`config.mk`:
```
export PLATFORM = sky130hd
export DESIGN_NAME = llr_stage_scheduler
export DESIGN_NICKNAME = d
export VERILOG_FILES = /design/src/rtl/llr_stage_scheduler.sv
export SDC_FILE = /design/constraint.sdc
export NUM_CORES = 1
export LEC_CHECK = 0
export BUFFER_PORTS_ARGS = -buffer_cell sky130_fd_sc_hd__buf_2
export CELL_PAD_IN_SITES_DETAIL_PLACEMENT = 1
export CELL_PAD_IN_SITES_GLOBAL_PLACEMENT = 1
export CORE_ASPECT_RATIO = 0.6
export CORE_MARGIN = 2
export CORE_UTILIZATION = 44
export CTS_CLUSTER_SIZE = 30
export DETAILED_ROUTE_END_ITERATION = 16
export GPL_TIMING_DRIVEN = 1
export PLACE_DENSITY_LB_ADDON = 0.2
export SYNTH_ARGS = -nofsm -noshare
export SYNTH_HDL_FRONTEND = slang
export SYNTH_SLANG_ARGS = --single-unit
```
`constraint.sdc`:
```
create_clock -name clk -period 4.57 [get_ports clk]
set_input_delay 0.457 -clock clk [delete_from_list [all_inputs] [get_ports clk]]
set_output_delay 0.457 -clock clk [all_outputs]
set_load 0.005 [all_outputs]
```
`src/rtl/llr_stage_scheduler.sv`:
```
// rtl/llr_stage_scheduler.sv - issue/write-back sequencer for one SC polar decoding stage
// Drives read groups over a shared f/g PE array and replays them as write-backs RD_LAT cycles later.
module llr_stage_scheduler #(
  parameter int N_LOG  = 4,
  parameter int PE_NUM = 4,
  parameter int RD_LAT = 2,
  parameter int SW     = $clog2(N_LOG) + 1
) (
  input  logic              clk,
  input  logic              rst,
  input  logic              start,
  input  logic [SW-1:0]     stage,
  input  logic              op_g,
  output logic              busy,
  output logic              done,
  output logic              err,
  output logic              rd_en,
  output logic [N_LOG-1:0]  rd_idx,
  output logic [PE_NUM-1:0] rd_mask,
  output logic              op_out,
  output logic              wr_en,
  output logic [N_LOG-1:0]  wr_idx,
  output logic [PE_NUM-1:0] wr_mask
);

  localparam int CW = (RD_LAT > 1) ? $clog2(RD_LAT) : 1;

  typedef enum logic [1:0] {IDLE, ISSUE, DRAIN, DONE} state_t;

  state_t state, state_nx;

  logic [N_LOG-1:0]  grp_cnt, grp_last, idx_q;
  logic [PE_NUM-1:0] mask_q;
  logic [CW-1:0]     drain_cnt;
  logic              op_q, err_q;

  logic              idle_like, accept, bad_start;
  logic [N_LOG-1:0]  g_last_new;
  logic [PE_NUM-1:0] mask_new;
  int                pairs;

  logic [RD_LAT-1:0] pipe_en;
  logic [N_LOG-1:0]  pipe_idx  [RD_LAT];
  logic [PE_NUM-1:0] pipe_mask [RD_LAT];

  // Group count and lane mask for the requested stage, computed at acceptance.
  always_comb begin
    idle_like  = (state == IDLE) || (state == DONE);
    accept     = idle_like && start && (stage < SW'(N_LOG));
    bad_start  = idle_like && start && (stage >= SW'(N_LOG));
    pairs      = 1 << stage;
    g_last_new = '0;
    mask_new   = '0;
    if (pairs >= PE_NUM) begin
      g_last_new = N_LOG'(pairs / PE_NUM - 1);
      mask_new   = '1;
    end else begin
      for (int l = 0; l < PE_NUM; l++) mask_new[l] = (l < pairs);
    end
  end

  always_comb begin
    state_nx = state;
    case (state)
      IDLE:  if (accept) state_nx = ISSUE;
      ISSUE: if (grp_cnt == grp_last) state_nx = DRAIN;
      // Last read is already in the pipe; DRAIN spans exactly RD_LAT cycles.
      DRAIN: if (drain_cnt == CW'(RD_LAT - 1)) state_nx = DONE;
      DONE:  state_nx = accept ? ISSUE : IDLE;
      default: state_nx = IDLE;
    endcase
  end

  always_comb begin
    busy    = (state == ISSUE) || (state == DRAIN);
    done    = (state == DONE);
    err     = err_q;
    rd_en   = (state == ISSUE);
    rd_idx  = rd_en ? idx_q : '0;
    rd_mask = rd_en ? mask_q : '0;
    op_out  = op_q;
    wr_en   = pipe_en[RD_LAT-1];
    wr_idx  = pipe_idx[RD_LAT-1];
    wr_mask = pipe_mask[RD_LAT-1];
  end

  always_ff @(posedge clk) begin
    if (rst) begin
      state     <= IDLE;
      grp_cnt   <= '0;
      grp_last  <= '0;
      idx_q     <= '0;
      mask_q    <= '0;
      drain_cnt <= '0;
      op_q      <= 1'b0;
      err_q     <= 1'b0;
      pipe_en   <= '0;
      for (int i = 0; i < RD_LAT; i++) begin
        pipe_idx[i]  <= '0;
        pipe_mask[i] <= '0;
      end
    end else begin
      state <= state_nx;
      err_q <= bad_start;
      if (accept) begin
        grp_cnt  <= '0;
        grp_last <= g_last_new;
        idx_q    <= '0;
        mask_q   <= mask_new;
        op_q     <= op_g;
      end else if (state == ISSUE) begin
        grp_cnt <= grp_cnt + N_LOG'(1);
        idx_q   <= idx_q + N_LOG'(PE_NUM);
      end
      drain_cnt <= (state == DRAIN) ? drain_cnt + CW'(1) : '0;
      for (int i = RD_LAT - 1; i > 0; i--) begin
        pipe_en[i]   <= pipe_en[i-1];
        pipe_idx[i]  <= pipe_idx[i-1];
        pipe_mask[i] <= pipe_mask[i-1];
      end
      pipe_en[0]   <= rd_en;
      pipe_idx[0]  <= rd_idx;
      pipe_mask[0] <= rd_mask;
    end
  end

endmodule

```
==> flow_summary.html, run 1 <==
<table>
<tr><th>Metric</th><th>Value</th></tr>
<tr><th colspan="2">Run status</th></tr>
<tr><td>Result of the run</td><td>completed</td></tr>
<tr><th colspan="2">Worst setup path</th></tr>
<tr><td>Critical Path AT</td><td>~2400 ps</td></tr>
<tr><td>Family with the most delay on the worst path</td><td>simple AND/OR/NAND/NOR gates</td></tr>
<tr><td>R2R Setup Slk</td><td>2350 ps</td></tr>
<tr><td>Maximum fanout along the worst path</td><td>10</td></tr>
<tr><td>Logic depth of the worst register-to-register path</td><td>6</td></tr>
<tr><td>CP max stage cell</td><td>sky130_fd_sc_hd__nor3b_2</td></tr>
<tr><td>Element type at the critical path start</td><td>flip-flop</td></tr>
<tr><td>CP max stage delay</td><td>~610 ps</td></tr>
<tr><td>Worst path cell trace</td><td>inv_1 -&gt; ha_1 -&gt; nor3b_2 -&gt; o21ai_0 -&gt; o21ai_0 -&gt; a21oi_1</td></tr>
<tr><td>Total stage count of the critical path</td><td>6</td></tr>
<tr><td>Data required time at the worst endpoint</td><td>4720 ps</td></tr>
<tr><td>Worst Setup Path Type</td><td>reg2reg</td></tr>
<tr><td>Kind of capture point of the worst setup path</td><td>flip-flop</td></tr>
<tr><td>Buffering stage count on the worst path with inverters included</td><td>1</td></tr>
<tr><td>Cell occurring most often along the worst timing path</td><td>sky130_fd_sc_hd__o21ai_0</td></tr>
<tr><th colspan="2">Logic synthesis</th></tr>
<tr><td>Number of synthesized flops with an enable pin</td><td>0</td></tr>
<tr><td>Ys Warns</td><td>0</td></tr>
<tr><td>Cells taking the most area after synthesis</td><td>sky130_fd_sc_hd__dfxtp_1 46%, sky130_fd_sc_hd__ha_1 7.0%, sky130_fd_sc_hd__and2_1 5.3%</td></tr>
<tr><td>Instance count of the mapped netlist</td><td>143</td></tr>
<tr><td>Flops &amp; latches, synth</td><td>33</td></tr>
<tr><td>Mean post-synth cell area</td><td>just under 10 um2</td></tr>
<tr><td>Cell area after technology mapping</td><td>1420 um2</td></tr>
<tr><td>Sequential fraction of the synthesis area</td><td>46.4%</td></tr>
<tr><td>Post-synthesis cell type with the largest combined area</td><td>sky130_fd_sc_hd__dfxtp_1</td></tr>
<tr><td>Distinct cell type count after synthesis</td><td>34</td></tr>
<tr><td>Fraction of synthesized cell area taken by the top area cell type</td><td>46.4%</td></tr>
<tr><td>Fraction of registers with async set or reset after synthesis</td><td>0%</td></tr>
<tr><td>Commonest register cell after synthesis</td><td>sky130_fd_sc_hd__dfxtp_1</td></tr>
<tr><th colspan="2">Timing</th></tr>
<tr><td>Final sum of negative setup slack</td><td>0 ps</td></tr>
<tr><td>Final hold violation count</td><td>0</td></tr>
<tr><td>RSZ-0062 raised after global routing</td><td>no</td></tr>
<tr><td>Skew final</td><td>7.92 ps</td></tr>
<tr><td>Final worst hold slack</td><td>414 ps</td></tr>
<tr><td>Transition time at the pin with the least slew margin</td><td>677 ps</td></tr>
<tr><td>Maximum clock frequency</td><td>450 MHz</td></tr>
<tr><td>Worst max-slew margin expressed relative to the limit</td><td>54.7%</td></tr>
<tr><td>Count of final setup violators</td><td>0</td></tr>
<tr><td>Period minus WS final</td><td>2220 ps</td></tr>
<tr><td>Fin crit share</td><td>around 49%</td></tr>
<tr><td>Number of pins exceeding their max-slew limit in the final report</td><td>0</td></tr>
<tr><th colspan="2">Worst hold path</th></tr>
<tr><td>Cell count of the worst hold path</td><td>3</td></tr>
<tr><td>Classification of the worst-slack hold path</td><td>in2reg</td></tr>
<tr><th colspan="2">Floorplan</th></tr>
<tr><td>Effective utilization at floorplan</td><td>48.0%</td></tr>
<tr><td>Total number of placement rows</td><td>15</td></tr>
<tr><td>Total die area</td><td>between 3000 and 4000 um2</td></tr>
<tr><td>Vert. Die Dim</td><td>48.0 um</td></tr>
<tr><td>Core box area</td><td>2970 um2</td></tr>
<tr><td>Die W</td><td>77.4 um</td></tr>
<tr><td>Top-Level Pins</td><td>29</td></tr>
<tr><th colspan="2">Route</th></tr>
<tr><td>DR WL/cell</td><td>13.8 um</td></tr>
<tr><td>Number of nets with antenna violations after detailed routing</td><td>0</td></tr>
<tr><td>Drc violations</td><td>0</td></tr>
<tr><td>Final WL</td><td>~2800 um</td></tr>
<tr><td>Avg Vias per Cell</td><td>about 4.8</td></tr>
<tr><td>Number of DRC markers in iteration 0</td><td>50</td></tr>
<tr><td>Detailed-route via count</td><td>between 900 and 1000</td></tr>
<tr><td>First-pass DRT Iterations</td><td>2</td></tr>
<tr><th colspan="2">Clock network</th></tr>
<tr><td>Clock edge transition at the registers on the reported setup and hold paths</td><td>70 ps</td></tr>
<tr><td>Number of buffers created by CTS</td><td>5</td></tr>
<tr><td>Clock Latency Late Sink</td><td>280 ps</td></tr>
<tr><td>CTS Root Cell</td><td>sky130_fd_sc_hd__clkbuf_8</td></tr>
<tr><td>Number of gates resized after CTS</td><td>0</td></tr>
<tr><td>CTS tree</td><td>done</td></tr>
<tr><td>CTS sink cnt</td><td>33</td></tr>
<tr><td>Quantity of hold-fixing buffers added after cts</td><td>0</td></tr>
<tr><td>Number of buffers on the longest clock path</td><td>2</td></tr>
<tr><td>Depth of the CTS H-tree</td><td>2</td></tr>
<tr><td>Post-CTS setup buffer count</td><td>0</td></tr>
<tr><th colspan="2">Global route</th></tr>
<tr><td>All-Layer GR Usage</td><td>17.0%</td></tr>
<tr><td>Remaining Overflow, GRT</td><td>0</td></tr>
<tr><td>Wire length of the first global-routing pass</td><td>4540 um</td></tr>
<tr><td>Maximum number of pins on one net before global-route repair</td><td>22</td></tr>
<tr><td>Number of global-route vias before repair</td><td>908</td></tr>
<tr><td>Antenna violations before repair</td><td>0</td></tr>
<tr><th colspan="2">Placed design</th></tr>
<tr><td>Routability congestion estimate from global placement</td><td>0.759</td></tr>
<tr><td>Port buffer count</td><td>24</td></tr>
<tr><td>Post-DP HPWL</td><td>2120 um</td></tr>
<tr><th colspan="2">Finish</th></tr>
<tr><td>Fraction of layout instances using a drive strength above 1</td><td>a little over a fifth</td></tr>
<tr><td>Final cell utilization of the core</td><td>53.7%</td></tr>
<tr><td>Number of fill cells</td><td>357</td></tr>
<tr><td>Antenna Diode Count</td><td>0</td></tr>
<tr><td>Final-stage net count</td><td>178</td></tr>
<tr><td>Area added between synthesis and finish</td><td>11.9%</td></tr>
<tr><th colspan="2">Power and ir drop</th></tr>
<tr><td>Cell leakage power</td><td>0.000728 uW</td></tr>
<tr><td>Worst vdd ir</td><td>211 uV</td></tr>
<tr><td>Power density over cell area</td><td>slightly below 500 nW/um2</td></tr>
<tr><th colspan="2">Flow run</th></tr>
<tr><td>Maximum capacitance violations</td><td>0</td></tr>
</table>
==> layout by cell type, fill, tap and decap left out, types with 2 or more instances in the layout <==
master / count
sky130_fd_sc_hd__nor3_1: 2
sky130_fd_sc_hd__o21a_1: 2
sky130_fd_sc_hd__buf_2: 24
sky130_fd_sc_hd__ha_1: 8
sky130_fd_sc_hd__xnor2_1: 3
sky130_fd_sc_hd__conb_1: 4
sky130_fd_sc_hd__nor2b_1: 9
sky130_fd_sc_hd__nor2_1: 14
sky130_fd_sc_hd__dfxtp_1: 33
sky130_fd_sc_hd__a311oi_1: 2
sky130_fd_sc_hd__a21oi_1: 7
sky130_fd_sc_hd__a22oi_1: 2
sky130_fd_sc_hd__nand3_1: 2
sky130_fd_sc_hd__and2_1: 12
sky130_fd_sc_hd__clkinv_2: 2
sky130_fd_sc_hd__nand2b_1: 2
sky130_fd_sc_hd__inv_1: 4
sky130_fd_sc_hd__xor2_1: 6
sky130_fd_sc_hd__nand2_1: 4
sky130_fd_sc_hd__clkbuf_8: 5
sky130_fd_sc_hd__o21ai_0: 3
==> power by group <==
| group | internal, uW | leakage [uW] | switching, uW |
|---|---|---|---|
| Clock | 105 | 0.0000450 | 104 |
| Sequential | 323 | 0.000268 | 28.5 |
| Combinational | 94.7 | 0.000415 | 129 |
==> kinds of logic (layout without fill, tap and decap cells) <==
| logic type | count (synthesis) | count (layout) | synth area share, % |
|---|---|---|---|
| compound gates | 21 | 21 | 11.4 |
| xor+xnor | 9 | 9 | 5.54 |
| fa+ha+maj | 8 | 8 | 7.04 |
| buf+inv | 18 | 36 | 7.92 |
| flops | 33 | 33 | 46.4 |
| mux | 1 | 1 | 0.704 |
| other cells | 1 | 4 | 0.264 |
| simple gates | 52 | 52 | 20.7 |
==> cell usage after synthesis (all sizes together), types with 2 or more instances <==
| library cell | n |
|---|---|
| a311oi | 2 |
| nor3 | 2 |
| clkbuf | 3 |
| or3b | 2 |
| inv | 4 |
| xor2 | 6 |
| o21ai | 3 |
| nand3 | 2 |
| a21oi | 7 |
| nand2 | 4 |
| a21boi | 2 |
| o21a | 2 |
| nor2b | 9 |
| nor2 | 14 |
| dfxtp | 33 |
| xnor2 | 3 |
| a22oi | 2 |
| and2 | 12 |
| ha | 8 |
| buf | 11 |
| nand2b | 2 |
==> worst min-delay path, cell delays in order <==
cell and delay (ps):
sky130_fd_sc_hd__buf_2 90, sky130_fd_sc_hd__nand2_1 50, sky130_fd_sc_hd__a21oi_1 50
==> final timing paths <==
check                                startpoint              end
worst max-delay path                   state[0]         state[1]
worst min-delay path                       op_g           op_out
worst max register to register         state[0]         state[1]
worst min register to register  pipe_mask[0][2]  pipe_mask[0][6]
==> flip-flops by register name (all words and copies together), names as in the netlist <==
name	cells
pipe_mask	8
op_out	1
mask_q	4
grp_cnt	4
pipe_en	2
state	2
idx_q	2
drain_cnt	1
err	1
grp_last	4
pipe_idx	4
==> area by class of cell <==
| class | instances | area, um2 | area share [%] |
|---|---|---|---|
| timing repair buffer | 24 | 120 | 7.55 |
| tap | 42 | 52.6 | 3.30 |
| inverter | 4 | 15.0 | 0.943 |
| clock buffer | 6 | 72.6 | 4.56 |
| sequential | 33 | 661 | 41.5 |
| multi-input combinational | 95 | 661 | 41.5 |
| clock inverter | 2 | 10.0 | 0.629 |
==> stage by stage <==
stage,instances,setup slack [ps],power [uW],cell area [um2]
after floorplan,146,2710,518,1430
after global placement,198,2610,570,1510
after detailed placement,198,2340,583,1510
after CTS,206,2340,794,1590
after global routing,206,2110,843,1590
final,206,2350,785,1590
==> metal layers <==
layer  vias to the layer above  global-route usage, %  wire length, um  part of all wire (%)
met5                         -                      0                0                     0
met2                        22                   24.9             1180                    42
li1                        500                      -                -                     -
met3                         5                   6.23              151                   5.3
met1                       456                   22.7             1490                    52
met4                         0                   8.57               26                  0.91
Power figures use the tool's default switching activity.
==> run 2, diff against run 1 <==
--- a/config.mk
+++ b/config.mk
@@ -10,7 +10,7 @@
 export CELL_PAD_IN_SITES_GLOBAL_PLACEMENT = 1
 export CORE_ASPECT_RATIO = 0.6
 export CORE_MARGIN = 2
-export CORE_UTILIZATION = 44
+export CORE_UTILIZATION = 40
 export CTS_CLUSTER_SIZE = 30
 export DETAILED_ROUTE_END_ITERATION = 16
 export GPL_TIMING_DRIVEN = 1
==> constraint.sdc (replaced) <==
create_clock -name clk -period 2.05 [get_ports clk]
set_input_delay 0.205 -clock clk [delete_from_list [all_inputs] [get_ports clk]]
set_output_delay 0.205 -clock clk [all_outputs]
set_load 0.005 [all_outputs]
==> flow_summary.html, run 2 (synthesized netlist as in run 1, its figures left out) <==
<table>
<tr><th>Metric</th><th>Value</th></tr>
<tr><th colspan="2">Run status</th></tr>
<tr><td>Result of the run</td><td>completed</td></tr>
<tr><th colspan="2">Floorplan</th></tr>
<tr><td>Total number of placement rows</td><td>16</td></tr>
<tr><td>Total die area</td><td>4070 um2</td></tr>
<tr><td>Core box area</td><td>3320 um2</td></tr>
<tr><td>Effective utilization at floorplan</td><td>42.8%</td></tr>
<tr><td>Top-Level Pins</td><td>29</td></tr>
<tr><td>Die W</td><td>slightly above 80 um</td></tr>
<tr><td>Vert. Die Dim</td><td>50.2 um</td></tr>
<tr><th colspan="2">Timing</th></tr>
<tr><td>Skew final</td><td>4.57 ps</td></tr>
<tr><td>Number of pins exceeding their max-slew limit in the final report</td><td>0</td></tr>
<tr><td>Final sum of negative setup slack</td><td>0 ps</td></tr>
<tr><td>Transition time at the pin with the least slew margin</td><td>500 ps</td></tr>
<tr><td>Fin crit share</td><td>91.5%</td></tr>
<tr><td>Maximum clock frequency</td><td>533 MHz</td></tr>
<tr><td>Final hold violation count</td><td>0</td></tr>
<tr><td>RSZ-0062 raised after global routing</td><td>no</td></tr>
<tr><td>Worst max-slew margin expressed relative to the limit</td><td>66.6%</td></tr>
<tr><td>Period minus WS final</td><td>1880 ps</td></tr>
<tr><td>Final critical-path setup slack</td><td>174 ps</td></tr>
<tr><td>Count of final setup violators</td><td>0</td></tr>
<tr><th colspan="2">Placed design</th></tr>
<tr><td>Port buffer count</td><td>24</td></tr>
<tr><td>Post-DP HPWL</td><td>between 2000 and 2500 um</td></tr>
<tr><td>Routability congestion estimate from global placement</td><td>0.752</td></tr>
<tr><td>Pre-CTS worst setup slack</td><td>roughly 150 ps</td></tr>
<tr><th colspan="2">Worst setup path</th></tr>
<tr><td>Worst Setup Path Type</td><td>reg2reg</td></tr>
<tr><td>CP max stage cell</td><td>sky130_fd_sc_hd__or3b_1</td></tr>
<tr><td>Data required time at the worst endpoint</td><td>approximately 2200 ps</td></tr>
<tr><td>CP max stage delay</td><td>approximately 460 ps</td></tr>
<tr><td>R2R Setup Slk</td><td>170 ps</td></tr>
<tr><td>Maximum fanout along the worst path</td><td>5</td></tr>
<tr><td>Critical Path AT</td><td>2070 ps</td></tr>
<tr><td>Worst path cell trace</td><td>inv_1 -&gt; ha_1 -&gt; or3b_1 -&gt; a21boi_2 -&gt; a21oi_1 -&gt; a311oi_1</td></tr>
<tr><td>Element type at the critical path start</td><td>flip-flop</td></tr>
<tr><td>Kind of capture point of the worst setup path</td><td>flip-flop</td></tr>
<tr><th colspan="2">Global route</th></tr>
<tr><td>Remaining Overflow, GRT</td><td>0</td></tr>
<tr><td>Maximum number of pins on one net before global-route repair</td><td>22</td></tr>
<tr><td>All-Layer GR Usage</td><td>15.7%</td></tr>
<tr><td>Wire length of the first global-routing pass</td><td>4660 um</td></tr>
<tr><td>Number of global-route vias before repair</td><td>969</td></tr>
<tr><td>Antenna violations before repair</td><td>0</td></tr>
<tr><th colspan="2">Clock network</th></tr>
<tr><td>Number of buffers created by CTS</td><td>5</td></tr>
<tr><td>CTS sink cnt</td><td>33</td></tr>
<tr><td>CTS tree</td><td>done</td></tr>
<tr><td>Quantity of hold-fixing buffers added after cts</td><td>0</td></tr>
<tr><td>Clock edge transition at the registers on the reported setup and hold paths</td><td>about 60 ps</td></tr>
<tr><td>Number of buffers on the longest clock path</td><td>2</td></tr>
<tr><td>Depth of the CTS H-tree</td><td>2</td></tr>
<tr><td>Clock Latency Late Sink</td><td>290 ps</td></tr>
<tr><td>CTS Root Cell</td><td>sky130_fd_sc_hd__clkbuf_8</td></tr>
<tr><th colspan="2">Finish</th></tr>
<tr><td>Flip-flop count of the largest register, all copies and words added</td><td>8</td></tr>
<tr><td>Area added between synthesis and finish</td><td>13.8%</td></tr>
<tr><td>Final-stage net count</td><td>between 150 and 200</td></tr>
<tr><td>Commonest non-fill, non-tap cells in the layout</td><td>31 x sky130_fd_sc_hd__dfxtp_1, 24 x sky130_fd_sc_hd__buf_2, 14 x sky130_fd_sc_hd__nor2_1</td></tr>
<tr><td>Antenna Diode Count</td><td>0</td></tr>
<tr><td>Number of fill cells</td><td>401</td></tr>
<tr><td>Fraction of layout instances using a drive strength above 1</td><td>24.7%</td></tr>
<tr><td>Top register by number of flip-flops</td><td>pipe_mask</td></tr>
<tr><td>Most common library cell in the layout ignoring fill and taps</td><td>sky130_fd_sc_hd__dfxtp_1</td></tr>
<tr><th colspan="2">Power and ir drop</th></tr>
<tr><td>Cell leakage power</td><td>approximately 0.00074 uW</td></tr>
<tr><td>Worst vdd ir</td><td>roughly 400 uV</td></tr>
<tr><td>Power density over cell area</td><td>1090 nW/um2</td></tr>
<tr><td>Power Total</td><td>1770 uW</td></tr>
<tr><th colspan="2">Route</th></tr>
<tr><td>Number of nets with antenna violations after detailed routing</td><td>0</td></tr>
<tr><td>Drc violations</td><td>0</td></tr>
<tr><td>Final WL</td><td>2760 um</td></tr>
<tr><td>DR WL/cell</td><td>between 10 and 15 um</td></tr>
<tr><td>Detailed-route via count</td><td>between 1000 and 1500</td></tr>
<tr><td>Avg Vias per Cell</td><td>roughly 4.8</td></tr>
<tr><td>First-pass DRT Iterations</td><td>4</td></tr>
<tr><td>Number of DRC markers in iteration 0</td><td>46</td></tr>
<tr><th colspan="2">Worst hold path</th></tr>
<tr><td>Classification of the worst-slack hold path</td><td>in2reg</td></tr>
<tr><th colspan="2">Flow run</th></tr>
<tr><td>Maximum capacitance violations</td><td>0</td></tr>
</table>
==> run 2: what timing repair did <==
item | CTS | global route
buffers inserted | 0 | 0
hold endpoints to repair | 0 | 0
gates resized for setup | 0 | 2
endpoints found under the setup margin | 0 | 3
==> run 2: report_power, final <==
group / total [uW] / internal, uW / switching [uW]
combinational: 537 / 245 / 292
clock: 444 / 223 / 221
sequential: 785 / 724 / 60.1
==> run 2: worst paths after layout <==
kind / startpoint / endpoint / cells after the start
worst max-delay path: state[0] / state[0] / 6
worst min-delay path: op_g / op_out / 3
worst max register to register: state[0] / state[0] / 6
worst min register to register: pipe_idx[0][3] / pipe_idx[0][7] / 1
==> run 2: final cells by class <==
type	instances	area (um2)	area share, %
Multi-Input combinational cell	95	661	40.8
Tap cell	45	56.3	3.48
Sequential cell	33	663	41.0
Timing Repair Buffer	28	150	9.27
Inverter	4	15.0	0.927
Clock inverter	1	5.00	0.309
Clock buffer	5	68.8	4.25
==> run 2: worst max-delay path, delay by kind of cell (launching register included) <==
| family | cells | cell delay, ps |
|---|---|---|
| buffers and inverters | 1 | 100 |
| adder cells (fa/ha/maj) | 1 | 310 |
| AND/OR/NAND/NOR | 1 | 460 |
| flip-flops | 1 | 370 |
| AO/OA/AOI/OAI | 3 | 530 |
==> run 2: through the flow <==
step / cell area [um2] / hold WS [ps] / cells / util, %
floorplan: 1430 / 320 / 146 / -
global placement: 1540 / 419 / 205 / 46.4
detailed placement: 1540 / 428 / 205 / 46.4
CTS: 1620 / 153 / 211 / 48.6
global route: 1620 / 174 / 211 / 48.7
finish: 1620 / 156 / 211 / 48.7
==> run 2: metal layers <==
layer	wire length, um	up-vias	global-route usage [%]	part of all wire, %
met1	1420	469	20.9	52
met4	61	0	8.47	2.2
met5	0	-	0	0
li1	-	507	-	-
met2	1160	21	22.7	42
met3	114	8	4.86	4.1
